**config.mk**
```make
export PLATFORM = sky130hd
export DESIGN_NAME = alu_arbiter_flat
export DESIGN_NICKNAME = d
export VERILOG_FILES = /design/src/rtl/alu_arbiter_if.sv /design/src/rtl/alu_arbiter.sv /design/src/flat_wrapper.sv
export SDC_FILE = /design/constraint.sdc
export NUM_CORES = 1
export LEC_CHECK = 0
export BUFFER_PORTS_ARGS = -buffer_cell sky130_fd_sc_hd__buf_4
export CORE_UTILIZATION = 35
export CTS_CLUSTER_DIAMETER = 30
export DETAILED_ROUTE_END_ITERATION = 7
export GPL_TIMING_DRIVEN = 0
export PLACE_DENSITY = 0.71
export SYNTH_ARGS = -nofsm -noshare
export SYNTH_HDL_FRONTEND = slang
export SYNTH_SLANG_ARGS = --single-unit
```
**constraint.sdc**
```tcl
create_clock -name clk -period 1.68 [get_ports clk]
set_clock_uncertainty 0.1 [all_clocks]
set_input_delay 0.336 -clock clk [delete_from_list [all_inputs] [get_ports clk]]
set_output_delay 0.336 -clock clk [all_outputs]
set_load 0.01 [all_outputs]
```
**src/rtl/alu_arbiter_if.sv**
```systemverilog
// ----------------------------------------------------------------------------
// alu_arbiter_if: request/response handshake bundle between two requesters and the ALU arbiter
// Revision: 1.0
// ----------------------------------------------------------------------------
`default_nettype none

interface alu_arbiter_if #(
  parameter int WIDTH = 32
);
  logic [1:0]            req_valid;
  logic [1:0]            req_ready;
  logic [1:0][WIDTH-1:0] req_a;
  logic [1:0][WIDTH-1:0] req_b;
  logic [1:0][2:0]       req_op;
  logic [1:0]            resp_valid;
  logic [1:0]            resp_ready;
  logic [WIDTH-1:0]      resp_out;
  logic                  resp_zero;
  logic                  resp_err;

  modport master (
    output req_valid, req_a, req_b, req_op, resp_ready,
    input  req_ready, resp_valid, resp_out, resp_zero, resp_err
  );

  modport slave (
    input  req_valid, req_a, req_b, req_op, resp_ready,
    output req_ready, resp_valid, resp_out, resp_zero, resp_err
  );
endinterface

`default_nettype wire

```
**src/rtl/alu_arbiter.sv**
```systemverilog
// ----------------------------------------------------------------------------
// alu_arbiter: round-robin sharing of one external combinational ALU by two requesters
// Revision: 1.0
// ----------------------------------------------------------------------------
`default_nettype none

module alu_arbiter #(
  parameter int WIDTH = 32
) (
  input  logic             clk,
  input  logic             rst_n,
  alu_arbiter_if.slave     bus,
  output logic [WIDTH-1:0] alu_in1,
  output logic [WIDTH-1:0] alu_in2,
  output logic [2:0]       alu_ctrl,
  input  logic [WIDTH-1:0] alu_out,
  input  logic             alu_zero
);

  localparam logic [2:0] C_OP_BAD = 3'b111;

  typedef enum logic [1:0] {
    IDLE = 2'd0,
    EXEC = 2'd1,
    RESP = 2'd2
  } state_t;

  state_t           r_state;
  state_t           w_next;
  logic             r_last;
  logic             r_owner;
  logic [WIDTH-1:0] r_a;
  logic [WIDTH-1:0] r_b;
  logic [2:0]       r_op;
  logic [WIDTH-1:0] r_out;
  logic             r_zero;
  logic             r_err;
  logic             w_winner;
  logic             w_accept;

  always_ff @(posedge clk or negedge rst_n) begin
    if (!rst_n) begin
      r_state <= IDLE;
    end else begin
      r_state <= w_next;
    end
  end

  always_comb begin
    w_next         = r_state;
    w_accept       = 1'b0;
    bus.req_ready  = 2'b00;
    bus.resp_valid = 2'b00;
    alu_in1        = '0;
    alu_in2        = '0;
    alu_ctrl       = 3'b000;
    // On contention the requester that did not win last time goes first.
    if (bus.req_valid == 2'b11) begin
      w_winner = ~r_last;
    end else begin
      w_winner = bus.req_valid[1];
    end
    case (r_state)
      IDLE: begin
        if (bus.req_valid != 2'b00) begin
          w_accept                = 1'b1;
          bus.req_ready[w_winner] = rst_n;
          w_next                  = EXEC;
        end
      end
      EXEC: begin
        alu_in1  = r_a;
        alu_in2  = r_b;
        alu_ctrl = r_op;
        w_next   = RESP;
      end
      RESP: begin
        bus.resp_valid[r_owner] = 1'b1;
        if (bus.resp_ready[r_owner]) begin
          w_next = IDLE;
        end
      end
      default: begin
        w_next = IDLE;
      end
    endcase
  end

  always_ff @(posedge clk or negedge rst_n) begin
    if (!rst_n) begin
      r_last  <= 1'b1;
      r_owner <= 1'b0;
      r_a     <= '0;
      r_b     <= '0;
      r_op    <= 3'b000;
      r_out   <= '0;
      r_zero  <= 1'b0;
      r_err   <= 1'b0;
    end else if (w_accept) begin
      r_a     <= bus.req_a[w_winner];
      r_b     <= bus.req_b[w_winner];
      r_op    <= bus.req_op[w_winner];
      r_owner <= w_winner;
      r_last  <= w_winner;
      r_out   <= '0;
      r_zero  <= 1'b0;
      r_err   <= 1'b0;
    end else if (r_state == EXEC) begin
      // The ALU result is undefined for the unsupported code, so it is never captured.
      if (r_op == C_OP_BAD) begin
        r_out  <= '0;
        r_zero <= (r_a == r_b);
        r_err  <= 1'b1;
      end else begin
        r_out  <= alu_out;
        r_zero <= alu_zero;
        r_err  <= 1'b0;
      end
    end
  end

  assign bus.resp_out  = r_out;
  assign bus.resp_zero = r_zero;
  assign bus.resp_err  = r_err;

endmodule

`default_nettype wire

```
**src/flat_wrapper.sv**
```systemverilog
// flat-port wrapper written by rule: the top's interface ports become plain ports
module alu_arbiter_flat 
#(
  parameter int WIDTH = 32
)
  (clk, rst_n, alu_in1, alu_in2, alu_ctrl, alu_out, alu_zero, bus_req_valid, bus_req_a, bus_req_b, bus_req_op, bus_resp_ready, bus_req_ready, bus_resp_valid, bus_resp_out, bus_resp_zero, bus_resp_err);
  alu_arbiter_if #(.WIDTH(WIDTH)) bus_i ();
  input  logic clk;
  input  logic rst_n;
  output logic [WIDTH-1:0] alu_in1;
  output logic [WIDTH-1:0] alu_in2;
  output logic [2:0] alu_ctrl;
  input  logic [WIDTH-1:0] alu_out;
  input  logic alu_zero;
  input wire logic [$bits(bus_i.req_valid)-1:0] bus_req_valid;
  input wire logic [$bits(bus_i.req_a)-1:0] bus_req_a;
  input wire logic [$bits(bus_i.req_b)-1:0] bus_req_b;
  input wire logic [$bits(bus_i.req_op)-1:0] bus_req_op;
  input wire logic [$bits(bus_i.resp_ready)-1:0] bus_resp_ready;
  output wire logic [$bits(bus_i.req_ready)-1:0] bus_req_ready;
  output wire logic [$bits(bus_i.resp_valid)-1:0] bus_resp_valid;
  output wire logic [$bits(bus_i.resp_out)-1:0] bus_resp_out;
  output wire logic [$bits(bus_i.resp_zero)-1:0] bus_resp_zero;
  output wire logic [$bits(bus_i.resp_err)-1:0] bus_resp_err;
  assign bus_i.req_valid = bus_req_valid;
  assign bus_i.req_a = bus_req_a;
  assign bus_i.req_b = bus_req_b;
  assign bus_i.req_op = bus_req_op;
  assign bus_i.resp_ready = bus_resp_ready;
  assign bus_req_ready = bus_i.req_ready;
  assign bus_resp_valid = bus_i.resp_valid;
  assign bus_resp_out = bus_i.resp_out;
  assign bus_resp_zero = bus_i.resp_zero;
  assign bus_resp_err = bus_i.resp_err;
  alu_arbiter #(.WIDTH(WIDTH)) u_core (.clk(clk), .rst_n(rst_n), .bus(bus_i), .alu_in1(alu_in1), .alu_in2(alu_in2), .alu_ctrl(alu_ctrl), .alu_out(alu_out), .alu_zero(alu_zero));
endmodule
```
==> results.tsv <==
stage	metric	value	unit
global_route	largest net degree at the start of global routing	108	
global_route	GR Overflow Total	0	
sta	Fin. Hold Viols	104	
yosys	sequential share of the synthesized area	48.4	%
power	Sw Share	39.5	%
floorplanning	Std-Cell Core Area	15200	um2
sta	Worst-Margin Slew	0.616	ns
floorplanning	FP Rows	45	
global_route	global-route wire length before repair	28.0	mm
worst_hold_path	Hold Crit Class	input port to asynchronous set/reset pin	
floorplanning	DIE WIDTH	127	um
sta	setup slack after layout	-0.404	ns
clock_tree	clock root buffer	clkbuf_16	
clock_tree	CTS tree	yes	
yosys	syn_nets	685	
drt	First DRT Iteration DRCs	231	
floorplanning	Ports	278	
drt	ANT nets after route	0	
drt	post-DR wirelength/cell	18.8	um
yosys	Synth Register Bits	105	
layout	layout cell share with drive strength beyond 1	48.3	%
power	pwr dens	1870	nW/um2
yosys	Syn Inst Count	512	
sta	Hold Slack	-0.176	ns
yosys	Syn. warnings	0	
placement	Port Buffer Count	277	
yosys	largest family of logic cells by synthesized area	simple AND/OR/NAND/NOR gates	
critical_path	Setup crit end kind	output pin	
clock_tree	CTS clk-pin slew, worst paths	0.07	ns
yosys	Mapped Avg Cell Area	10.6	um2
clock_tree	CTS sink cnt	105	
drt	# DRC	0	
drt	drt first pass iters	4	
floorplanning	die height	127	um
sta	Tmin final	2.08	ns
sta	# setup viols final	71	
drt	final wirelength	18.9	mm
yosys	distinct cell type count after synthesis	35	
floorplanning	starting density of the core	35.7	%
layout	Antenna diodes	0	
drt	DR vias/cell	4.93	
power	Leak	4.21	nW
flow_run	maxcap violations	0	
critical_path	Worst path most repeated cell	buf_4	
yosys	mux share of post-synthesis cell area	12.6	%
critical_path	Crit path buffers/inverters	4	
critical_path	slowest stage delay, CP	0.44	ns
clock_tree	Skew-Pair Late Insertion Delay	0.35	ns
power	clock network power share	12.6	%
sta	Max-Slew Margin vs Limit	58.9	%
clock_tree	clock buffer depth	2	
power	Reg power frac	30.2	%
floorplanning	DIE AREA	16000	um2
sta	RSZ-0062 raised after global routing	yes	
sta	Slew Viols, Final	0	
placement	routability cong.	0.759	
power	Gate power share	57.2	%
layout	nets	990	
yosys	adder-cell share of the synthesized area	0	%
critical_path	critical path, cell by cell	nor2b_4 -> buf_12 -> buf_4 -> clkbuf_8 -> and2_1 -> buf_4	
placement	Final HPWL DP	13.9	mm
critical_path	Crit Path Max Fanout	6	
layout	area grow syn2layout	59.0	%
critical_path	crit path launch type	flop	
placement	placed cell count	977	
yosys	Synth Cell Area	5430	um2
layout	most frequent cells in the layout	buf_4 (254), dfrtp_1 (102), nor2_1 (70)	
sta	max frequency	480	MHz
critical_path	Crit-path slowest cell	dfrtp_2	
power	Max VDD drop	0.000661	V
yosys	Synth Area in XOR/XNOR	5.16	%
sta	period utilization	124	%
status	outcome	complete, but fails checks	
yosys	compound-cell area share of the yosys netlist	12.4	%
critical_path	Crit Path Class	flop to output pin	
power	Psw	6.37	mW
critical_path	CP top delay family	buffers and inverters	
drt	via count	4981	
global_route	Tot GR Track Use	23.4	%
clock_tree	H-tree depth	3	
layout	Non-Filler Instances	1010	
critical_path	Critical Path AT	1.65	ns
global_route	initial antenna violation count	0	
yosys	simple logic cell fraction of the synthesized area	15.0	%
status	failing checks	hold timing, setup timing	
layout	fill count	1365	
power	internal power	9.75	mW
global_route	vias in the first global route	5034	
critical_path	Worst Path Required	1.24	ns
layout	leading cell type in the layout, fill and taps excluded	buf_4	
clock_tree	TritonCTS Buffers	9	
## timing repair
| action | 4_1_cts | 5_1_grt |
|---|---|---|
| gates resized for setup | 47 | 76 |
| cloned | 1 | 4 |
| setup endpoints to repair | 70 | 119 |
| endpoints found under the hold margin | 104 | 104 |
| pin swaps | 3 | 2 |
| buffers inserted | 11 | 1 |
## state kept, by name, summed over array words and instances (netlist names)
signal,count
u_core.bus.resp_err,1
u_core.r_owner,1
u_core.bus.resp_zero,1
u_core.r_b,32
u_core.r_state,2
u_core.r_op,3
u_core.bus.resp_out,32
u_core.r_last,1
u_core.r_a,32
## cell type report
| cell class | instances | area (um2) | share of cell area (%) |
|---|---|---|---|
| Buffer | 38 | 442 | 5.11 |
| Clock inverter | 7 | 52.6 | 0.608 |
| Tap cell | 188 | 235 | 2.72 |
| Multi-Input combinational cell | 368 | 2600 | 30.1 |
| Inverter | 1 | 3.75 | 0.0435 |
| Sequential cell | 105 | 2630 | 30.5 |
| Timing Repair Buffer | 294 | 2450 | 28.4 |
| Clock buffer | 9 | 225 | 2.61 |
## synth_stat cells
master	n	share of area, %
a21boi_2	1	0.21
a21o_1	1	0.14
a21oi_1	68	6.3
a22o_1	32	5.2
a22oi_1	1	0.14
a31oi_1	1	0.12
and2_1	68	7.8
and3_1	1	0.12
buf_12	6	2.2
buf_2	15	1.4
buf_4	6	0.83
buf_6	7	1.5
buf_8	1	0.28
clkbuf_1	3	0.21
dfrtp_1	104	48
dfstp_2	1	0.48
inv_1	1	0.069
mux2_2	1	0.21
mux2i_1	67	12
nand2_1	2	0.14
nand2b_1	1	0.12
nand3_1	3	0.28
nand4_1	4	0.46
nor2_1	71	4.9
nor2_2	1	0.12
nor2b_2	1	0.16
nor3_1	1	0.092
nor4_1	5	0.58
o21a_1	1	0.14
o21ai_0	1	0.092
o21ai_1	2	0.18
or2_1	1	0.12
or2b_1	1	0.14
xnor2_1	16	2.6
xor2_1	16	2.6
## stage by stage
| stage | setup slack [ns] | utilization (%) | instance area [um2] | total power, mW | setup TNS (ns) |
|---|---|---|---|---|---|
| after floorplan | 0.0544 | - | 5430 | 8.96 | 0 |
| final | -0.404 | 56.8 | 8640 | 16.1 | -24.63 |
| after CTS | -0.392 | 54.5 | 8280 | 15.3 | -24.90 |
| after global placement | -0.645 | 51.0 | 7750 | 12.5 | -24.68 |
| after global routing | -0.443 | 56.8 | 8640 | 17.1 | -27.85 |
| after detailed placement | -0.643 | 51.0 | 7750 | 12.7 | -23.76 |
## logic make-up (layout without fill, tap and decap cells)
logic type | after synthesis | in the layout
xor gates and xnor gates | 32 | 32
muxes | 68 | 68
AOI/OAI and AO/OA | 108 | 108
DFF | 105 | 105
buffers and inverters | 39 | 349
and+or+nand+nor | 160 | 160
## per-layer routing
| layer | share of wire [%] | track usage (%) | wire length, um |
|---|---|---|---|
| met1 | 42 | 28.5 | 7870 |
| met2 | 51 | 41.8 | 9660 |
| met3 | 6.3 | 4.81 | 1190 |
| met4 | 1.1 | 6.24 | 216 |
| met5 | 0 | 0 | 0 |
## power groups by stage
| stage | registers, mW | clock network, mW | logic (mW) |
|---|---|---|---|
| floorplan | 4.80 | 0 | 4.17 |
| global placement | 4.81 | 0 | 7.71 |
| detailed placement | 4.86 | 0 | 7.80 |
| CTS | 4.84 | 2.07 | 8.40 |
| global route | 5.03 | 2.16 | 9.91 |
| finish | 4.87 | 2.03 | 9.22 |
## worst paths after layout
path / cells after the start / slack (ns) / startpoint / end
worst max-delay path: 6 / -0.40 / u_core.r_state[0] / alu_in1[14]
worst min-delay path: 1 / -0.18 / rst_n / u_core.bus.resp_out[18]
max in group asynchronous: 1 / 1.14 / rst_n / u_core.r_state[0]
worst min register to register: 1 / 0.39 / u_core.bus.resp_err / u_core.bus.resp_err
min in group clk: 2 / 0.08 / bus_req_valid[0] / u_core.r_last
worst max register to register: 5 / 0.04 / u_core.r_b[19] / u_core.bus.resp_zero
(Power assumes the default switching activity.)
